## src/rtl/stage3_pkg.sv

```systemverilog
// rtl/stage3_pkg.sv - shared sizes, FSM states and mode helper for the stage-3 scheduler
package stage3_pkg;

  localparam int LANES   = 12;
  localparam int WIDTH   = 16;
  localparam int CNT_W   = 16;
  localparam int MODES   = 8;
  localparam int BATCH_W = 12;
  localparam int MODE_W  = 8;

  typedef enum logic [1:0] {
    IDLE  = 2'd0,
    RUN   = 2'd1,
    DRAIN = 2'd2,
    DONE  = 2'd3
  } state_e;

  function automatic logic is_onehot(input logic [MODE_W-1:0] m);
    return (m != '0) && ((m & (m - 1'b1)) == '0);
  endfunction

endpackage

```

## src/rtl/stage3_sched_sat_cnt.sv

```systemverilog
// rtl/stage3_sched_sat_cnt.sv - per-lane saturating in-interval counter
module sat_cnt #(
  parameter int CNT_W = 16
) (
  input  logic             clk_i,
  input  logic             rst_i,
  input  logic             clr_i,
  input  logic             en_i,
  output logic [CNT_W-1:0] cnt_o
);

  logic [CNT_W-1:0] cnt_q;

  always_ff @(posedge clk_i) begin
    if (rst_i || clr_i) begin
      cnt_q <= '0;
    end else if (en_i && (cnt_q != {CNT_W{1'b1}})) begin
      cnt_q <= cnt_q + 1'b1;
    end
  end

  assign cnt_o = cnt_q;

endmodule

```

## src/rtl/stage3_sched.sv

```systemverilog
// rtl/stage3_sched.sv - stage-3 batch scheduler: feeds the compare datapath and tallies per-lane hits
module stage3_sched #(
  parameter int LANES   = stage3_pkg::LANES,
  parameter int WIDTH   = stage3_pkg::WIDTH,
  parameter int CNT_W   = stage3_pkg::CNT_W,
  parameter int MODES   = stage3_pkg::MODES,
  parameter int BATCH_W = stage3_pkg::BATCH_W
) (
  input  logic                                   clk_i,
  input  logic                                   rst_i,
  input  logic                                   cfg_valid_i,
  output logic                                   cfg_ready_o,
  input  logic [MODES-1:0][WIDTH-1:0]            cfg_lb_i,
  input  logic [MODES-1:0][WIDTH-1:0]            cfg_ub_i,
  input  logic [WIDTH-1:0]                       cfg_max_score_i,
  input  logic [BATCH_W-1:0]                     cfg_batches_i,
  input  logic                                   in_valid_i,
  output logic                                   in_ready_o,
  input  logic [LANES-1:0][WIDTH-1:0]            in_score_i,
  input  logic [LANES-1:0][stage3_pkg::MODE_W-1:0] in_mode_i,
  output logic [MODES-1:0][WIDTH-1:0]            dp_lb_o,
  output logic [MODES-1:0][WIDTH-1:0]            dp_ub_o,
  output logic [WIDTH-1:0]                       dp_max_score_o,
  output logic [LANES-1:0][WIDTH-1:0]            dp_score_o,
  output logic [LANES-1:0][stage3_pkg::MODE_W-1:0] dp_mode_o,
  output logic                                   dp_valid_o,
  input  logic [LANES-1:0]                       dp_oob_i,
  output logic                                   res_valid_o,
  input  logic                                   res_ready_i,
  output logic [LANES-1:0][CNT_W-1:0]            res_cnt_o,
  output logic                                   mode_err_o,
  output logic                                   busy_o
);

  import stage3_pkg::*;

  state_e state_q, state_d;

  // One extra bit so a zero batch field can encode 4096 without wrapping.
  logic [BATCH_W:0] target_q, target_d;
  logic [BATCH_W:0] bcnt_q;

  logic [MODES-1:0][WIDTH-1:0]  lb_q, ub_q;
  logic [WIDTH-1:0]             max_q;
  logic [LANES-1:0][WIDTH-1:0]  score_q;
  logic [LANES-1:0][MODE_W-1:0] mode_q;
  logic                         dp_valid_q;
  logic                         mode_err_q;

  logic             cfg_hs, in_hs;
  logic [LANES-1:0] lane_en, lane_bad;

  assign cfg_hs   = cfg_valid_i && cfg_ready_o;
  assign in_hs    = in_valid_i && in_ready_o;
  assign target_d = (cfg_batches_i == '0) ? {1'b1, {BATCH_W{1'b0}}}
                                          : {1'b0, cfg_batches_i};

  always_comb begin
    state_d     = state_q;
    cfg_ready_o = 1'b0;
    in_ready_o  = 1'b0;
    res_valid_o = 1'b0;
    case (state_q)
      IDLE: begin
        cfg_ready_o = 1'b1;
        if (cfg_valid_i) state_d = RUN;
      end
      RUN: begin
        in_ready_o = (bcnt_q < target_q);
        if (in_valid_i && in_ready_o && ((bcnt_q + 1'b1) == target_q)) state_d = DRAIN;
      end
      // Wait for the last batch's dp_valid cycle to be counted before reporting.
      DRAIN: begin
        if (!dp_valid_q) state_d = DONE;
      end
      DONE: begin
        res_valid_o = 1'b1;
        if (res_ready_i) state_d = IDLE;
      end
      default: state_d = IDLE;
    endcase
  end

  always_comb begin
    lane_en  = '0;
    lane_bad = '0;
    for (int i = 0; i < LANES; i++) begin
      lane_bad[i] = !is_onehot(mode_q[i]);
      lane_en[i]  = dp_valid_q && !dp_oob_i[i] && !lane_bad[i];
    end
  end

  always_ff @(posedge clk_i) begin
    if (rst_i) begin
      state_q    <= IDLE;
      target_q   <= '0;
      bcnt_q     <= '0;
      lb_q       <= '0;
      ub_q       <= '0;
      max_q      <= '0;
      score_q    <= '0;
      mode_q     <= '0;
      dp_valid_q <= 1'b0;
      mode_err_q <= 1'b0;
    end else begin
      state_q    <= state_d;
      dp_valid_q <= in_hs;
      if (in_hs) begin
        score_q <= in_score_i;
        mode_q  <= in_mode_i;
        bcnt_q  <= bcnt_q + 1'b1;
      end
      if (cfg_hs) begin
        lb_q       <= cfg_lb_i;
        ub_q       <= cfg_ub_i;
        max_q      <= cfg_max_score_i;
        target_q   <= target_d;
        bcnt_q     <= '0;
        mode_err_q <= 1'b0;
      end else if (dp_valid_q && (|lane_bad)) begin
        mode_err_q <= 1'b1;
      end
    end
  end

  for (genvar g = 0; g < LANES; g++) begin : g_lane
    sat_cnt #(.CNT_W(CNT_W)) u_cnt (
      .clk_i (clk_i),
      .rst_i (rst_i),
      .clr_i (cfg_hs),
      .en_i  (lane_en[g]),
      .cnt_o (res_cnt_o[g])
    );
  end

  assign dp_lb_o        = lb_q;
  assign dp_ub_o        = ub_q;
  assign dp_max_score_o = max_q;
  assign dp_score_o     = score_q;
  assign dp_mode_o      = mode_q;
  assign dp_valid_o     = dp_valid_q;
  assign mode_err_o     = mode_err_q;
  assign busy_o         = (state_q != IDLE);

endmodule

```

## config.mk

```make
export PLATFORM = sky130hd
export DESIGN_NAME = stage3_sched
export DESIGN_NICKNAME = d
export VERILOG_FILES = /design/src/rtl/stage3_pkg.sv /design/src/rtl/stage3_sched_sat_cnt.sv /design/src/rtl/stage3_sched.sv
export SDC_FILE = /design/constraint.sdc
export NUM_CORES = 2
export LEC_CHECK = 0
export ABC_AREA = 1
export CORE_AREA = 2 2 530 532
export DETAILED_ROUTE_END_ITERATION = 6
export DIE_AREA = 0 0 532 534
export HOLD_SLACK_MARGIN = 0.12
export PLACE_DENSITY_LB_ADDON = 0.1
export SYNTH_ARGS = -nofsm -noshare
export SYNTH_HDL_FRONTEND = slang
export SYNTH_SLANG_ARGS = --single-unit
export TNS_END_PERCENT = 100
```

## constraint.sdc

```tcl
create_clock -name clk_i -period 2.6 [get_ports clk_i]
set_input_delay 0.65 -clock clk_i [delete_from_list [all_inputs] [get_ports clk_i]]
set_output_delay 0.65 -clock clk_i [all_outputs]
set_load 0.02 [all_outputs]
```

[Yosys cells after proc, flatten, opt, wreduce, memory -nomap -nowiden]
Cells that the tools add are included.
Storage, ports and cells
  output and inout port bits: 758
  register bits: 782
Cells by class
  bitwise operators: 12
  equal/unequal tests: 20
  add/subtract/negate cells: 25
  reduce and logical (&&, ||, !) cells: 108
  $lt $le $gt $ge: 1
  multiplexer cells: 9
Operator list (number)
  16-bit by 1-bit adder with 16-bit output (second input constant): 12
  16-bit != test (second input constant): 12
  8-bit bitwise AND: 12
  8-bit zero test: 12
  8-bit nonzero test: 12
  8-bit by 1-bit subtractor with 8-bit output (second input constant): 12
  1-bit logical AND: 53
  1-bit zero test: 24
  13-bit by 1-bit adder with 13-bit output (second input constant): 1
  13-bit == test: 1
  13-bit < comparator: 1
  13-bit 2-to-1 mux: 1
  12-bit zero test: 1
  12-bit OR reduction: 1
  2-bit 2-to-1 mux: 4
  2-bit != test (second input constant): 4
  2-bit case mux with 4 select lines: 1
  2-bit == test (second input constant): 2
  4-bit AND reduction: 1
  1-bit 2-to-1 mux: 3
  2-bit by 1-bit == test with 1-bit output (second input constant): 1
  2-bit zero test: 1
  2-bit nonzero test: 1
  2-bit OR reduction: 1
  1-bit logical OR: 1

[Depth between registers and ports, before layout]
  depth after elaboration: 7
  depth in mapped cells: 16
  depth with buffers taken out: 16

[By module]
From an unflattened synthesis, not the netlist that was laid out.
Unflattened totals
  cell total of the unflattened synthesis: 4735
  area total of the unflattened synthesis: 33544.7 um^2
Modules (own cells, without submodules)
  stage3_sched: instances 1, area each 22133.7 um^2, cells each 2947
  sat_cnt: instances 12, area each 950.9 um^2, cells each 149

[Least setup slack after synthesis]
Ideal clock, no wire load.
  path type: reg-to-reg
  from: register target_q[12]
  to: register mode_q (netlist bit dp_mode_o[0])
  cell stages (with the launch flop): 15
  arrival: 1.959 ns
  period minus slack after synthesis: 2.075 ns
  setup time: 0.116 ns
  slack: 0.525 ns
  cell sequence: dfxtp_1 > inv_1 > ha_1 > nand2_1 > inv_1 > nand3_1 > inv_1 > a21oi_1 > nand2_1 > nor2_2 > nand2_2 > buf_4 > clkbuf_1 > o21ai_0 > nor2_1
On the way
  cells in the longest elaborated chain, start to end: 3
RTL lines
  from (decl): line stage3_sched.sv:40  | logic [BATCH_W:0] target_q, target_d;
  from (signal assigned): line stage3_sched.sv:117  | target_q <= target_d;
  13-bit < comparator: line stage3_sched.sv:69  | in_ready_o = (bcnt_q < target_q);
  1-bit 2-to-1 mux: line stage3_sched.sv:63  | case (state_q)
  via in_ready_o: line stage3_sched.sv:18  | output logic in_ready_o,
  1-bit logical AND: line stage3_sched.sv:54  | assign in_hs = in_valid_i && in_ready_o;
  to (signal assigned): line stage3_sched.sv:110  | mode_q <= in_mode_i;
  to (decl): line stage3_sched.sv:46  | logic [LANES-1:0][MODE_W-1:0] mode_q;
The timed path passes the listed nets, and every way through them passes these cells.
A chain may end at the register's enable or synchronous reset.

[Worst setup path in the final report]
  from: register target_q[6]
  to: output port in_ready_o
On the way
  cells in the longest elaborated chain, start to end: 2
RTL lines (line)
  13-bit < comparator: stage3_sched.sv:69
  1-bit 2-to-1 mux: stage3_sched.sv:63
  to (decl): stage3_sched.sv:18
No other way between the ends.

==> metrics.txt <==
Slowest cell on crit path=dfxtp_2; clk slew on worst S/H paths=60 ps; Sink Count=782; GRT Residual Overflow=0; Leak=21.8 nW; routed wire length=222 mm; GP Congestion=0.808; largest net degree at the start of global routing=84; Cell Rows=194; skew final=90.3 ps; unrepaired setup endpoints after global routing=true; die boundary width=532 um; Post-Synthesis Cell Area=32400 um2; design area=55400 um2; #FFs+latches synth=782; die area=284000 um2; Post-synth EDFFs=0; fin worst setup slack=-205 ps; DR iter-0 viols=1585; initial antenna violation count=110; crit path time final=2800 ps; WS Path Type=flip-flop to output pin; number of antenna-violating nets in the routed design=0; Post-DP HPWL=181 mm; Cells after DPL=9518; CP Cell Sequence=inv_2 > ha_4 > buf_4 > nand2_4 > nor3_4 > o21ai_2 > nand2_2 > nor2_4 > buf_6; Hold WC Path Type=input port to flip-flop; number of vias per cell=3.63; status=finished with violations; Placed Area=51800 um2; Final Hold Viols=0; DRC=0; register area share after synthesis=48.3%; Sw Pwr=22.3 mW; Final nets=6552; Bufs on Longest Clock Path=4; die height=534 um; max incr delay on CP=330 ps; MaxCap Viol Count=0; initial core utilization=11.7%; Clock Latency Late Sink=870 ps; WL per Instance=22.7 um; pwr/cell area=988 nW/um2; worst-margin pin slew=649 ps; f_max=357 MHz; endpoints failing setup=1; Global Route Usage Sum=14.9%; switch share=40.8%; Final period util=108%; CTS Buf Count=118; failing checks=setup timing; Worst EP required=1950 ps; worst vdd ir=0.000478 V; synth unique cells=48; io pins=1347; global-route wire length before repair=298 mm; async set-or-reset flop fraction in the synthesized netlist=0%; Post-Syn Instances=4462; hold buffers post-CTS=0; Syn-to-layout area delta=70.9%; top_reg_cell synth=dfxtp_1; crit path DAT=2150 ps; Clk network pwr share=29.2%; CTS root buf=clkbuf_16; Sequential Power Share=29.9%; CP Max Fanout=2; internal power=32.5 mW; Worst setup SP type=flip-flop; CORE AREA=278000 um2; syn_area_per_cell=7.27 um2; Worst slew margin=56.9%; CTS tree=done; port bufs=1346; H-tree levels=3; combinational share of power=41.0%; Slew Limit Fails=0; Synthesis Warnings=0; Final Non-Filler Cells=9772; Pre-antenna DRT Iters=5; layout cells sized above 1=9.25%; vias=35500; Setup crit end kind=output pin; vias in the first global route=35300; Synthesized Nets=5081
[kinds of logic (layout without fill, tap and decap cells)]
family / Yosys count / count (layout) / synth area share (%)
xor+xnor: 76 / 76 / 2.09
compound gates: 973 / 973 / 15.3
fa+ha+maj: 30 / 30 / 1.16
simple gates: 2049 / 2050 / 26.2
other cells: 0 / 29 / 0
buf+inv: 552 / 2108 / 6.98
flops: 782 / 782 / 48.3
[worst max-delay path, delay by kind of cell (launching register included)]
kind,cells,cell delay [ps]
adders and majority gates,1,260
DFF,1,330
buffers and inverters,3,290
and+or+nand+nor,4,400
AOI/OAI and AO/OA,1,80
[layout by cell type, fill, tap and decap left out, types with 28 or more instances in the layout]
cell             Yosys  layout
nor3_1              89      87
clkdlybuf4s50_1      0     831
nand2_1            511     504
a21oi_1            280     275
dlygate4sd2_1        0     476
nand4_1             34      34
buf_12               0      51
clkbuf_1           155      42
clkbuf_16            0     121
o21ai_0            653     648
diode_2              0      29
dfxtp_1            782     774
nor2_1            1156    1152
xnor2_1             28      28
buf_4                8     197
nand3_1            158     157
inv_1              306     295
xor2_1              47      47
[area by class of cell]
class | count | area [um2]
multi-input combinational | 3129 | 14800
timing repair buffer | 1583 | 15300
fill | 31400 | 223000
tap | 3724 | 4660
clock inverter | 33 | 388
inverter | 319 | 1250
clock buffer | 173 | 3310
sequential | 782 | 15700
antenna | 29 | 72.6
[flip-flops by register name, indices dropped and copies added, names as in the netlist, 13 cells and up]
signal and flops:
bcnt_q 13, dp_lb_o 128, dp_max_score_o 16, dp_mode_o 96, dp_score_o 192, dp_ub_o 128
g_lane.u_cnt.cnt_o 192, target_q 13
[final timing paths]
path                                                 from                              to  slack (ps)  depth (start not counted)
worst max-delay path             target_q[6]$_SDFFE_PP0P_                      in_ready_o        -200                          9
worst min-delay path                   cfg_max_score_i[9]  dp_max_score_o[9]$_SDFFE_PP0P_         400                          3
worst max register to register  target_q[10]$_SDFFE_PP0P_    dp_score_o[165]$_SDFFE_PP0P_         140                         14
worst min register to register   target_q[0]$_SDFFE_PP0P_        target_q[0]$_SDFFE_PP0P_         470                          2
[synthesized netlist by cell type, types with 2 or more instances]
master | count | area (um2)
xor2_1 | 47 | 412
and3_1 | 2 | 12.5
nand3_1 | 158 | 791
nand3b_1 | 11 | 82.6
nand4_1 | 34 | 213
o21ai_0 | 653 | 3270
nand2_1 | 511 | 1920
nor3_4 | 2 | 32.5
xnor2_1 | 28 | 245
nand2_4 | 2 | 22.5
nor3_1 | 89 | 445
nor2_2 | 20 | 125
dfxtp_1 | 782 | 15700
nor4_1 | 16 | 100
or2_0 | 2 | 12.5
nor2_4 | 4 | 45.0
ha_1 | 30 | 375
nand4_2 | 2 | 25.0
clkbuf_1 | 155 | 582
nand2_2 | 10 | 62.6
inv_4 | 3 | 18.8
nor3_2 | 16 | 160
buf_2 | 58 | 290
a21oi_4 | 2 | 32.5
a31o_2 | 2 | 17.5
nor2_1 | 1156 | 4340
o21ai_1 | 14 | 70.1
buf_4 | 8 | 60.1
buf_6 | 11 | 124
inv_2 | 9 | 33.8
o21a_1 | 4 | 30.0
nor3b_1 | 10 | 75.1
inv_1 | 306 | 1150
a31oi_1 | 6 | 37.5
a21oi_2 | 5 | 43.8
a21oi_1 | 280 | 1400
a211oi_1 | 3 | 22.5
[power groups by stage]
stage | combinational [mW] | clock, mW | sequential (mW)
CTS | 23.1 | 16.8 | 16.4
floorplan | 7.20 | 0 | 19.3
global route | 24.6 | 17.1 | 16.7
global placement | 23.9 | 0 | 16.6
detailed placement | 23.8 | 0 | 16.6
finish | 22.4 | 16.0 | 16.4
[what timing repair did]
| item | CTS | global route |
|---|---|---|
| pin swaps | 13 | 9 |
| buffers inserted | 2 | 16 |
| setup endpoints to repair | 517 | 111 |
| gates resized for setup | 553 | 40 |
| gates cloned | 0 | 2 |
[metal layers]
metal / vias to the layer above / global-route usage [%] / share of wire, %
li1: 17500 / - / -
met1: 16500 / 16.2 / 39
met2: 1085 / 27.1 / 51
met3: 321 / 6.15 / 8.7
met4: 68 / 2.80 / 2.0
met5: - / 0 / 0.18
[stage by stage]
step	setup slack [ps]	power, mW	TNS (ps)	hold WS, ps	util (%)
global placement	-168	40.5	-615	463	18.6
finish	-205	54.8	-205	400	19.9
CTS	-367	56.2	-367	289	19.8
floorplan	525	26.5	0	425	-
detailed placement	-156	40.4	-649	470	18.6
global route	-368	58.4	-964	349	19.9
No activity file was read; power rests on OpenSTA's default activity.
